--- src/rtl/clkdiv_meas_if.sv ---
// Bus between clkdiv_meas and its user: measurement control in,
// period/high-time results and status flags out.
interface clkdiv_meas_if #(
    parameter int W = 12
);
    logic         en;
    logic         sig_in;
    logic [W-1:0] period;
    logic [W-1:0] high_cnt;
    logic         meas_stb;
    logic         valid;
    logic         stable;
    logic         timeout;

    modport master (
        output en, sig_in,
        input  period, high_cnt, meas_stb, valid, stable, timeout
    );

    modport slave (
        input  en, sig_in,
        output period, high_cnt, meas_stb, valid, stable, timeout
    );
endinterface

--- src/rtl/clkdiv_meas.sv ---
// Measures period and high time of a slow asynchronous square wave
// in clk cycles, with lock, stability and timeout reporting.
module clkdiv_meas #(
    parameter int W       = 12,
    parameter int TIMEOUT = 4095
) (
    input  logic           clk,
    input  logic           rst_n,
    clkdiv_meas_if.slave   bus
);
    typedef enum logic [1:0] {
        IDLE,
        ARMED,
        LOCKED
    } state_t;

    localparam logic [W-1:0] CNT_MAX = W'(TIMEOUT - 1);

    state_t       state;
    logic         s0, s1, s2;
    logic         rise;
    logic [W-1:0] cnt;
    logic [W-1:0] hcnt;
    logic [W-1:0] cnt_inc;
    logic [W-1:0] hcnt_inc;
    logic [W-1:0] period;
    logic [W-1:0] high_cnt;
    logic         meas_stb;
    logic         valid;
    logic         stable;
    logic         timeout;

    // s0/s1 resolve metastability; s2 is only the edge-detect delay
    always_ff @(posedge clk or negedge rst_n) begin
        if (!rst_n) begin
            s0 <= 1'b0;
            s1 <= 1'b0;
            s2 <= 1'b0;
        end else begin
            s0 <= bus.sig_in;
            s1 <= s0;
            s2 <= s1;
        end
    end

    assign rise     = s1 & ~s2;
    assign cnt_inc  = cnt + W'(1);
    assign hcnt_inc = hcnt + W'(s1);

    always_ff @(posedge clk or negedge rst_n) begin
        if (!rst_n) begin
            state    <= IDLE;
            cnt      <= '0;
            hcnt     <= '0;
            period   <= '0;
            high_cnt <= '0;
            meas_stb <= 1'b0;
            valid    <= 1'b0;
            stable   <= 1'b0;
            timeout  <= 1'b0;
        end else if (!bus.en) begin
            state    <= IDLE;
            cnt      <= '0;
            hcnt     <= '0;
            meas_stb <= 1'b0;
            valid    <= 1'b0;
            stable   <= 1'b0;
        end else begin
            meas_stb <= 1'b0;
            unique case (state)
                IDLE: begin
                    cnt <= '0;
                    if (rise) begin
                        state <= ARMED;
                        hcnt  <= W'(1);
                    end else begin
                        hcnt  <= '0;
                    end
                end
                ARMED, LOCKED: begin
                    if (rise) begin
                        state    <= LOCKED;
                        cnt      <= '0;
                        hcnt     <= W'(1);
                        period   <= cnt_inc;
                        high_cnt <= hcnt;
                        meas_stb <= 1'b1;
                        valid    <= 1'b1;
                        timeout  <= 1'b0;
                        stable   <= (state == LOCKED) && (cnt_inc == period);
                    end else if (cnt == CNT_MAX) begin
                        // period/high_cnt keep the last good result
                        state    <= IDLE;
                        cnt      <= '0;
                        hcnt     <= '0;
                        timeout  <= 1'b1;
                        valid    <= 1'b0;
                        stable   <= 1'b0;
                    end else begin
                        cnt      <= cnt_inc;
                        hcnt     <= hcnt_inc;
                    end
                end
                default: begin
                    state <= IDLE;
                    cnt   <= '0;
                    hcnt  <= '0;
                end
            endcase
        end
    end

    assign bus.period   = period;
    assign bus.high_cnt = high_cnt;
    assign bus.meas_stb = meas_stb;
    assign bus.valid    = valid;
    assign bus.stable   = stable;
    assign bus.timeout  = timeout;
endmodule

--- src/flat_wrapper.sv ---
// flat-port wrapper written by rule: the top's interface ports become plain ports
module clkdiv_meas_flat 
#(
    parameter int W       = 12,
    parameter int TIMEOUT = 4095
)
  (clk, rst_n, bus_en, bus_sig_in, bus_period, bus_high_cnt, bus_meas_stb, bus_valid, bus_stable, bus_timeout);
  clkdiv_meas_if #(.W(W)) bus_i ();
  input  logic clk;
  input  logic rst_n;
  input wire logic [$bits(bus_i.en)-1:0] bus_en;
  input wire logic [$bits(bus_i.sig_in)-1:0] bus_sig_in;
  output wire logic [$bits(bus_i.period)-1:0] bus_period;
  output wire logic [$bits(bus_i.high_cnt)-1:0] bus_high_cnt;
  output wire logic [$bits(bus_i.meas_stb)-1:0] bus_meas_stb;
  output wire logic [$bits(bus_i.valid)-1:0] bus_valid;
  output wire logic [$bits(bus_i.stable)-1:0] bus_stable;
  output wire logic [$bits(bus_i.timeout)-1:0] bus_timeout;
  assign bus_i.en = bus_en;
  assign bus_i.sig_in = bus_sig_in;
  assign bus_period = bus_i.period;
  assign bus_high_cnt = bus_i.high_cnt;
  assign bus_meas_stb = bus_i.meas_stb;
  assign bus_valid = bus_i.valid;
  assign bus_stable = bus_i.stable;
  assign bus_timeout = bus_i.timeout;
  clkdiv_meas #(.W(W), .TIMEOUT(TIMEOUT)) u_core (.clk(clk), .rst_n(rst_n), .bus(bus_i));
endmodule
--- config.mk ---
export PLATFORM = sky130hd
export DESIGN_NAME = clkdiv_meas_flat
export DESIGN_NICKNAME = d
export VERILOG_FILES = /design/src/rtl/clkdiv_meas_if.sv /design/src/rtl/clkdiv_meas.sv /design/src/flat_wrapper.sv
export SDC_FILE = /design/constraint.sdc
export NUM_CORES = 1
export LEC_CHECK = 0
export CORE_MARGIN = 2
export CORE_UTILIZATION = 47
export DETAILED_ROUTE_END_ITERATION = 7
export PLACE_DENSITY = 0.72
export SLEW_MARGIN = 30
export SYNTH_ARGS = -nofsm -noshare
export SYNTH_HDL_FRONTEND = slang
export SYNTH_SLANG_ARGS = --single-unit
--- constraint.sdc ---
create_clock -name clk -period 5.4 [get_ports clk]
set_input_delay 1.35 -clock clk [delete_from_list [all_inputs] [get_ports clk]]
set_output_delay 1.35 -clock clk [all_outputs]
set_load 0.1 [all_outputs]
==> results of run 1 <==
flip-flops by register name, summed over array words and instances (netlist names):
signal and count:
u_core.s1 1, u_core.bus.period 12, u_core.s2 1, u_core.bus.meas_stb 1, u_core.cnt 12, u_core.s0 1, u_core.hcnt 12, u_core.bus.timeout 1
u_core.state 2, u_core.bus.stable 1, u_core.bus.valid 1, u_core.bus.high_cnt 12
per-layer routing:
metal | share of wire, % | up-vias | GRT usage [%] | wire [um]
met5 | 0 | - | 0 | 0
met4 | 1.3 | 0 | 7.89 | 68
met3 | 4.2 | 8 | 5.86 | 221
met2 | 46 | 45 | 30.3 | 2460
met1 | 48 | 932 | 27.0 | 2560
li1 | - | 975 | - | -
kinds of logic (layout without fill, tap and decap cells):
kind of cell,after synthesis,after routing
AO/OA/AOI/OAI,35,35
XOR/XNOR,32,32
adder cells (fa/ha/maj),7,7
buffers and inverters,17,56
flip-flops,57,57
AND/OR/NAND/NOR,123,123
cells in the final DEF (no fill, tap or decap), drive strengths merged, types with 7 or more instances in the layout:
cell,instances
clkbuf,11
clkdlybuf4s50,30
dfrtp,57
ha,7
inv,8
nand2,56
nand3,13
nor2,31
o21ai,17
xnor2,15
xor2,17
stage by stage:
| step | power (mW) | utilization [%] | std cells | setup slack, ps | hold WS (ps) |
|---|---|---|---|---|---|
| detailed placement | 0.559 | 55.0 | 367 | 1780 | 337 |
| finish | 0.918 | 58.3 | 382 | 2080 | 348 |
| floorplan | 0.526 | - | 271 | 2490 | 331 |
| global route | 0.959 | 58.3 | 382 | 1950 | 371 |
| global placement | 0.558 | 55.0 | 367 | 1860 | 332 |
| CTS | 0.928 | 58.3 | 382 | 2070 | 351 |
power groups by stage:
| stage | sequential (mW) | combinational, mW | clock, mW |
|---|---|---|---|
| 2_1_floorplan | 0.500 | 0.0263 | 0 |
| 3_3_place_gp | 0.453 | 0.105 | 0 |
| 3_5_place_dp | 0.453 | 0.105 | 0 |
| 4_1_cts | 0.446 | 0.106 | 0.376 |
| 5_1_grt | 0.447 | 0.113 | 0.400 |
| 6_report | 0.446 | 0.104 | 0.368 |
area by class of cell:
type | instances | share of cell area [%]
repair buffers | 33 | 10.1
flip-flops and latches | 57 | 45.0
clock inverters | 4 | 1.42
clock buffers | 11 | 4.14
well taps | 72 | 2.84
inverters | 8 | 0.947
multi-input cells | 197 | 35.6
worst paths after layout:
path                            slack (ps)  cells past startpoint                      to
min in group asynchronous             1150                      2  u_core.bus.high_cnt[4]
worst min-delay path                   350                      0               u_core.s1
worst max register to register        2790                      6         u_core.state[1]
worst min register to register         350                      0               u_core.s1
max in group asynchronous             3790                      2    u_core.bus.period[1]
worst max-delay path                  2080                      1           bus_period[9]
==> impl.org, run 1 <==
** Floorplan
- Initial cell density of the core :: 48.1%
- 32 I/O pins were placed.
- The die is between 70 and 80 um wide.
- Total die area :: between 6000 and 7000 um2
- Die Ht :: just under 80 um
- The floorplan has 27 rows.
- Core ar. :: about 5400 um2

** STA
- Timing would allow up to 302 MHz.
- Headroom to the max-slew limit :: around 34%
- Slew at the pin with the worst max-slew slack :: ~1000 ps
- The final number of max-transition violations is 0.
- Setup Total Neg Slack :: 0 ps
- Setup repair after global routing left no endpoint under its margin.
- Worst clock skew on the final layout :: ~8.6 ps
- Portion of the clock cycle consumed by the worst path in the final layout :: between 60% and 70%
- Total setup violations reported at the end of the flow :: 0
- Number of endpoints with negative hold slack in the final report :: 0
- Final critical-path required period :: between 3000 and 4000 ps

** Synthesis
- Dominant combinational cell family by area after synthesis :: simple AND/OR/NAND/NOR gates
- Share of flip-flops with an asynchronous set or reset :: between 90% and 100%
- Synthesis produced between 200 and 300 cells.
- Flip-flop and latch count after synthesis :: between 50 and 60
- Basic-gate share of the synthesized area counting and, or, nand and nor cells :: about a fifth
- Cell area after technology mapping :: 2620 um2
- Ranking of synthesized cells by area :: sky130_fd_sc_hd__dfrtp_1 54%, sky130_fd_sc_hd__nand2_1 8.0%, sky130_fd_sc_hd__xor2_1 5.7%
- Mux contribution to synthesized area :: 0%
- Seq/Total Area, Yosys :: between 50% and 60%
- Fraction of the mapped netlist area in compound gates :: around 8%
- Cell type with the highest aggregate area in the netlist :: sky130_fd_sc_hd__dfrtp_1
- Among all flip-flop cells after synthesis, the most frequent one is sky130_fd_sc_hd__dfrtp_1.
- Count of flip-flops with a built-in enable after synthesis :: 0
- After Yosys synthesis, XOR and XNOR cells account for 10.7% of the synthesized area.
- Number of distinct library cells after synthesis :: 35
- The synthesized netlist devotes 3.34% of its cell area to adder and majority cells.
- Synth cell count leaders :: 57 x sky130_fd_sc_hd__dfrtp_1, 56 x sky130_fd_sc_hd__nand2_1, 31 x sky130_fd_sc_hd__nor2_1
- Synthesized Nets :: 282
- After synthesis, the mean cell area works out to ~9.7 um2.
- Most used standard cell by instance count after synthesis :: sky130_fd_sc_hd__dfrtp_1
- YS warnings :: 0
- Fraction of synthesized cell area taken by the top area cell type :: a little over half

** Pwr
- The analysis attributes to net switching a power of approximately 0.25 mW.
- Cell internal power was estimated by the tool at between 0.6 and 0.7 mW.
- For this design the static power due to leakage is about 1.4 nW.
- Maximum vdd ir drop :: ~0.19 mV
- Sw frac :: 27.0%
- Fraction of power consumed by sequential logic :: approximately half
- Pwr Density :: approximately 290 nW/um2
- Gate power share :: 11.3%
- Clock network power share :: 40.1%

** Clock network
- Clk Tree Root Cell :: sky130_fd_sc_hd__clkbuf_8
- Buffers inserted during clock tree synthesis total 9.
- TritonCTS built the clock tree.
- At the later pin of the worst-skew pair, clock insertion delay measures ~340 ps.
- The clock tree synthesis step divided the H-tree into 3 levels.
- Number of instances resized during post-cts repair :: 0
- Number of sinks driven by the clock tree :: 57
- No sink is reached through more buffers than the 2 on the longest clock path.
- CTS clk-pin slew, worst paths :: 60 ps
- Number of buffers added to fix hold violations after cts :: 0
- Post-CTS repair timing setup buffer count :: 0

** Critical path
- Start point of the critical path :: u_core.bus.period[9]
- Category of cells accounting for the largest share of critical-path delay :: buffers and inverters
- Critical Path, Cell by Cell :: clkdlybuf4s50_1
- Buf/Inv on CP :: 1
- Maximum fanout encountered on the critical timing path :: 5
- The worst setup path is captured at a primary output.
- At the worst endpoint, the required time is around 4000 ps.
- Critical register-to-register path startpoint :: u_core.cnt[4]
- The largest single stage delay on the critical path is 1170 ps.
- The worst setup path is of the register to primary output kind.
- At the worst endpoint, the arrival time is roughly 2000 ps.
- Among all stages on the critical path, the largest delay is contributed by sky130_fd_sc_hd__clkdlybuf4s50_1.
- STA classifies the critical path startpoint as a register.

** Final layout
- From synthesis to final layout, the design area changed by 21.1%.
- Multi-input gate area :: ~1100 um2
- At the end of the flow, the number of nets in the layout was between 300 and 400.
- Cells with a size suffix above 1 make up between 6 and 7% of the layout.
- Finished Cell Area :: 3170 um2
- Fill cells in the final layout number 473.
- Summing all flip-flop and latch instances after layout gives between 1000 and 1500 um2.
- Antenna cell count :: 0

** Global routing
- Global routing finished with a remaining overflow of 0.
- All-layer global routing usage :: ~20%
- Vias in the first global route :: just under 2000
- The initial antenna violation count was 0.
- Largest net degree at the start of global routing :: just under 60
- The first global-routing pass estimated 9.35 mm of wire.

** Drt
- The detail route stage leaves a number of antenna-violating nets equal to 0.
- Via/cell ratio :: roughly 5
- The first detailed-routing pass ran for 4 iterations.
- For this block, the initial DRC count from the detailed router was roughly 110.
- In the final routed layout, each cell accounts on average for ~14 um.
- Total number of vias :: between 1500 and 2000
- For this block, the routed nets add up to around 5.3 mm of wire.
- DRC errors left :: 0

** Run status
- Result of the run :: finished clean

** Placed design
- Routability-driven placement finished with a final weighted congestion of around 0.88.
- Sum of net half-perimeters after detailed placement :: roughly 3.6 mm
- In this run the tool buffered the top-level ports with 31 buffer cells.
- Post-detailed-placement cell area :: approximately 3000 um2

** Hold path
- The tightest min-delay check is of the register to register type.
- HP Start :: u_core.s0

** Flow run
- Across the run, the number of max-cap violations was 0.
Power figures use the tool's default switching activity.
==> run 2: changes to the inputs <==
- PLACE_DENSITY: 0.72 -> 0.75
- clock period: 5.4 -> 3.05 ns (I/O delays scaled with it)
==> impl.org, run 2 (synthesized netlist as in run 1, its figures left out) <==
** Drt
- Via/cell ratio :: about 5.3
- After detailed routing, the total wire length is approximately 5.4 mm.
- In this run, the number of DRC markers left after iteration 0 of detailed routing was 98.
- First drt pass iteration count :: 4
- Routed wirelength normalized by instance count :: around 14 um
- Total number of vias :: about 2000
- Once detail routing completed, the nets flagged for antenna violations numbered 0.
- DRC errors left :: 0

** Clock network
- Clock tree from TritonCTS :: built
- CTS H-Tree Depth :: 3
- TritonCTS Buffers :: 9
- Number of sinks driven by the clock tree :: 57
- The root buffer cell chosen for the clock tree is sky130_fd_sc_hd__clkbuf_8.
- Number of instances resized during post-cts repair :: 0
- Post-CTS repair timing setup buffer count :: 0
- Skew-Pair Late Insertion Delay :: roughly 340 ps
- CTS max path bufs :: 2
- CTS clk-pin slew, worst paths :: roughly 60 ps
- Number of buffers added to fix hold violations after cts :: 0

** STA
- The smallest clock period supported by the final layout is computed as roughly 2600 ps.
- Setup Total Neg Slack :: 0 ps
- For the pin with the worst max-slew slack, the measured transition is 766 ps.
- Total setup violations reported at the end of the flow :: 0
- Max-slew violation total from the final report :: 0
- Setup repair after global routing left no endpoint under its margin.
- Measured against its own limit, the worst slew margin works out to 48.5%.
- Timing-limited maximum frequency :: 383 MHz
- The clock arrives with approximately 8 ps of skew.
- After layout, the worst path uses between 80 and 90% of the clock period.
- Number of endpoints with negative hold slack in the final report :: 0

** Critical path
- At the worst endpoint, the required time is roughly 3300 ps.
- Reg-to-Reg End :: u_core.bus.stable
- Kind of capture point of the worst setup path :: register
- Critical Path Source Type :: input port
- Maximum fanout encountered on the critical timing path :: 2
- Buf/Inv on CP :: 1
- Worst reg2reg path depth :: 8
- The critical path starts at bus_en.
- Cell at the slowest stage of the critical path :: sky130_fd_sc_hd__clkdlybuf4s50_1
- Endpoint arrival time on the critical path :: 2860 ps
- Critical setup path kind :: input port to register
- The setup check on the worst reg-to-reg path leaves a slack of 500 ps.
- Critical register-to-register path startpoint :: u_core.state[1]
- Critical Path, Cell by Cell :: clkdlybuf4s50_1 > nand4b_2 > or3_1 > or4_1 > a311oi_1 > nand4_1 > o31ai_2
- The cell family contributing the most delay on the critical path is simple AND/OR/NAND/NOR gates.
- On the worst path, the slowest cell contributes a delay of 510 ps.

** Hold path
- Class of the worst hold path :: register to register
- Worst hold path cell count :: 0
- HP Start :: u_core.s0
- The worst hold path terminates at u_core.s1.

** Final layout
- At the end of the flow, the number of nets in the layout was 320.
- After routing the design area is 3130 um2.
- Ratio of cells with drive above 1 in the final layout :: 16.6%
- The library cell used most frequently in the layout, excluding fill and tap cells, is sky130_fd_sc_hd__dfrtp_1.
- The count of cells in the finished layout, fillers not included, comes to between 300 and 400.
- In the final layout, flip-flops and latches occupy ~1400 um2.
- In the final layout, the multi-input gates occupy 1130 um2.
- Area growth, synth to finish :: 19.4%
- Count of fill cells added during filler insertion :: 471
- Antenna cell count :: 0
- The library cells used most frequently in the layout, excluding fill and tap cells, are 57 x sky130_fd_sc_hd__dfrtp_1, 56 x sky130_fd_sc_hd__nand2_1, 33 x sky130_fd_sc_hd__buf_4.

** Placed design
- Routability cong. :: about 0.8
- Counting tap cells, the placed design contains a total of 370 instances.
- I/O Buffers :: 31
- Detailed placement finished with a half-perimeter wire length of 3.79 mm.
- Post-detailed-placement cell area :: 2950 um2

** Floorplan
- The die is ~79 um wide.
- Row generation in the floorplan step produced 27 rows.
- I/O pin total :: 32
- Total die area :: between 6000 and 7000 um2
- The core region is about 5400 um2.
- Initial cell density of the core :: between 40 and 50%
- Die Ht :: between 70 and 80 um

** Global routing
- Entering global routing, the biggest net connects 40 pins.
- Initial antenna violation count :: 0
- All-layer global routing usage :: 20.3%
- Total congestion overflow :: 0
- The number of global-route vias before repair is between 2000 and 2500.
- Wire length of the first global-routing pass :: between 9 and 10 mm

** Pwr
- In this run the power density over the cells is 518 nW/um2.
- Leakage :: 1.47 nW
- The worst-case IR drop observed on VDD is between 0.2 and 0.3 mV.

** Flow run
- Reported max-cap violation count :: 0

** Run status
- Result of the run :: finished clean
-- run 2: layout make-up --
class	instances	share of cell area, %
Timing Repair Buffer	36	8.72
Clock buffer	12	5.28
Clock inverter	3	0.480
Tap cell	72	2.88
Sequential cell	57	45.6
Multi-Input combinational cell	197	36.1
Inverter	8	0.960
-- run 2: worst max path at each step --
| stage | to | slack (ps) | depth (start not counted) |
|---|---|---|---|
| 6_report | u_core.bus.stable | 440 | 7 |
| 5_1_grt | u_core.bus.stable | 360 | 7 |
| 4_1_cts | u_core.bus.stable | 490 | 7 |
| 3_5_place_dp | u_core.bus.stable | 110 | 7 |
| 3_3_place_gp | u_core.bus.stable | 160 | 7 |
| 2_1_floorplan | u_core.bus.stable | 600 | 6 |
-- run 2: per-stage QoR --
| stage | util [%] | power, mW | worst slack (ps) | hold slack (ps) |
|---|---|---|---|---|
| 2_1_floorplan | - | 0.931 | 598 | 331 |
| 3_3_place_gp | 54.2 | 0.987 | 162 | 335 |
| 3_5_place_dp | 54.2 | 0.991 | 112 | 337 |
| 4_1_cts | 57.5 | 1.64 | 490 | 351 |
| 5_1_grt | 57.5 | 1.69 | 361 | 356 |
| 6_report | 57.5 | 1.62 | 441 | 348 |
-- run 2: metal layers --
| layer | up-vias | GRT usage (%) | wire length, um |
|---|---|---|---|
| met4 | 0 | 10.0 | 122 |
| met3 | 11 | 4.14 | 226 |
| met5 | - | 0 | 0 |
| met1 | 991 | 26.4 | 2550 |
| li1 | 976 | - | - |
| met2 | 52 | 32.3 | 2550 |
-- run 2: power breakdown --
group | internal (mW) | switching [mW] | total, mW
clock | 0.352 | 0.295 | 0.647
sequential | 0.774 | 0.0169 | 0.791
combinational | 0.0427 | 0.140 | 0.183
total | 1.17 | 0.452 | 1.62
==> run 3: changes to the inputs <==
- CELL_PAD_IN_SITES_DETAIL_PLACEMENT: default -> 1
- CELL_PAD_IN_SITES_GLOBAL_PLACEMENT: default -> 2
- CORE_UTILIZATION: 47 -> 37
- PLACE_DENSITY: 0.75 -> 0.86
- clock period: 3.05 -> 3.2 ns (I/O delays scaled with it)
==> impl.org, run 3 (synthesized netlist as in run 1, its figures left out) <==
** Critical path
- STA classifies the critical path endpoint as a register.
- Required time worst endpoint :: roughly 3500 ps
- Endpoint arrival time on the critical path :: between 2000 and 3000 ps
- The worst register-to-register path ends at u_core.bus.stable.
- Maximum fanout encountered on the critical timing path :: 2
- Critical register-to-register path startpoint :: u_core.state[1]
- Critical Path Source Type :: input port
- Worst reg2reg path depth :: 8
- Setup slack on the worst reg-to-reg path comes out at between 600 and 700 ps.
- Critical setup path kind :: input port to register
- Tracing the worst setup path back leads to its startpoint at bus_en.

** Flow run
- The tool flagged a number of max-cap violations equal to 0.

** Global routing
- The number of global-route vias before repair is 2109.
- Wire length of the first global-routing pass :: 10.3 mm
- Global routing finished with a remaining overflow of 0.
- All-layer global routing usage :: 17.7%
- The initial antenna violation count is 0.
- Entering global routing, the biggest net connects 40 pins.

** STA
- Total setup violations reported at the end of the flow :: 0
- For the pin with the worst max-slew slack, the measured transition is a little under 700 ps.
- Max-slew violation total from the final report :: 0
- The worst pin sits at a relative slew slack of between 50% and 60%.
- Number of endpoints with negative hold slack in the final report :: 0
- Setup repair after global routing left no endpoint under its margin.
- The final critical path takes up 82.8% of the cycle.
- Across the routed clock network, the largest skew measured is ~8.2 ps.
- Timing-limited maximum frequency :: approximately 380 MHz
- Smallest setup slack after layout :: around 550 ps
- Setup Total Neg Slack :: 0 ps
- The worst path needs roughly 2700 ps of the cycle, external delays included.

** Drt
- WL final :: between 6 and 7 mm
- Routed wirelength normalized by instance count :: between 10 and 15 um
- First drt pass iteration count :: 4
- Via/cell ratio :: between 4 and 5
- The detail route stage leaves a number of antenna-violating nets equal to 0.
- DRC errors left :: 0
- The detailed router placed around 2000 vias in this run.
- For this block, the initial DRC count from the detailed router was 38.

** Pwr
- Pwr Density :: a little under 500 nW/um2
- Of the total power, the share spent switching nets is approximately 28%.
- For this design the total switching power over the nets is approximately 0.42 mW.
- Fraction of power consumed by sequential logic :: about half
- VDD sags by at most roughly 0.28 mV.
- Combinational logic is responsible for between 10% and 20% of the overall power.
- Internal power summed over all cells :: about 1.1 mW
- Post-layout total power :: ~1.5 mW
- Leakage :: between 1 and 1.5 nW
- Clock network power share :: about two fifths

** Placed design
- Sum of net half-perimeters after detailed placement :: around 4.3 mm
- Routability cong. :: between 0.8 and 0.9
- During placement, the flow inserted port buffers numbering 31.
- Worst slack after detailed placement :: approximately 240 ps

** Floorplan
- The initial utilization of the core area, before any placement, comes to a little under two fifths.
- Total die area :: slightly below 8000 um2
- Die W :: 88.1 um
- Die Ht :: approximately 88 um
- Number of core rows :: 30
- Core ar. :: 6830 um2
- I/O pin total :: 32

** Clock network
- In this run the clock root is driven by a sky130_fd_sc_hd__clkbuf_8.
- The H-tree was split into 3 levels.
- TritonCTS built the clock tree.
- Buffers added to address setup during post-CTS repair amount to 0.
- Hold repair after CTS inserted 0 buffers.
- Number of instances resized during post-cts repair :: 0
- In this run the deepest clock path goes through 2 buffers.
- TritonCTS created 9 clock buffers.
- Number of sinks driven by the clock tree :: 57
- Skew-Pair Late Insertion Delay :: approximately 330 ps
- After clock tree synthesis, the clock-pin slew on the worst setup and hold paths is roughly 60 ps.

** Hold path
- The worst hold path terminates at u_core.s1.
- HP Start :: u_core.s0
- The worst hold path passes through 0 cells.
- The min-delay analysis places its worst path in the category register to register.

** Final layout
- Antenna cell count :: 0
- After filler insertion, the fill cell instance count of the layout stands at between 700 and 800.
- The area growth from synthesis to layout is 20.4%.
- The post-route netlist has between 10% and 20% of its cells at a drive strength greater than 1.
- The library cell used most frequently in the layout, excluding fill and tap cells, is sky130_fd_sc_hd__dfrtp_1.
- At the end of the flow, the number of nets in the layout was roughly 320.
- The library cells used most frequently in the layout, excluding fill and tap cells, are 57 x sky130_fd_sc_hd__dfrtp_1, 56 x sky130_fd_sc_hd__nand2_1, 34 x sky130_fd_sc_hd__buf_4.
- Cells fill about 46% of the core in the end.

** Run status
- The flow ran to the end, and the final reports show no timing, DRC or antenna violations.
run 3: cell types whose count changed in the layout (fill, tap and decap cells not counted):
cell                       change
sky130_fd_sc_hd__buf_4         +1
sky130_fd_sc_hd__clkbuf_1      +1
sky130_fd_sc_hd__clkinv_2      -3
run 3: worst max path at each step:
stage,end,cells past startpoint
finish,u_core.bus.stable,7
global placement,u_core.bus.stable,7
global route,u_core.bus.stable,7
floorplan,u_core.bus.stable,6
detailed placement,u_core.bus.stable,7
CTS,u_core.bus.stable,7
run 3: power by group through the flow:
| stage | sequential, mW | combinational [mW] | clock, mW |
|---|---|---|---|
| finish | 0.753 | 0.180 | 0.600 |
| global route | 0.756 | 0.193 | 0.655 |
| CTS | 0.754 | 0.184 | 0.623 |
| detailed placement | 0.766 | 0.184 | 0 |
| global placement | 0.765 | 0.183 | 0 |
| floorplan | 0.843 | 0.0444 | 0 |
run 3: per-layer routing:
layer	global-route usage, %	routed length (um)	up-vias
li1	-	-	971
met1	22.2	2790	995
met2	28.9	3020	23
met3	5.37	189	9
met4	6.75	103	0
met5	0	0	-
run 3: critical path: stages:
cell and delay, ps:
sky130_fd_sc_hd__clkdlybuf4s50_1 500, sky130_fd_sc_hd__nand4b_2 140, sky130_fd_sc_hd__or3_1 370, sky130_fd_sc_hd__or4_1 470
sky130_fd_sc_hd__a311oi_1 250, sky130_fd_sc_hd__nand4_1 150, sky130_fd_sc_hd__o31ai_2 200
run 3: stage by stage:
stage	hold slack, ps	cells	instance area [um2]
after floorplan	331	271	2620
after global placement	334	395	2980
after detailed placement	340	395	2980
after CTS	354	408	3150
after global routing	355	408	3150
final	352	408	3150
run 3: area by class of cell:
| cell class | instances | area (um2) | share of cell area, % |
|---|---|---|---|
| clock buffer | 13 | 169 | 5.36 |
| multi-input combinational | 197 | 1130 | 35.8 |
| inverter | 8 | 30.0 | 0.952 |
| tap | 96 | 120 | 3.81 |
| timing repair buffer | 37 | 280 | 8.89 |
| sequential | 57 | 1430 | 45.2 |
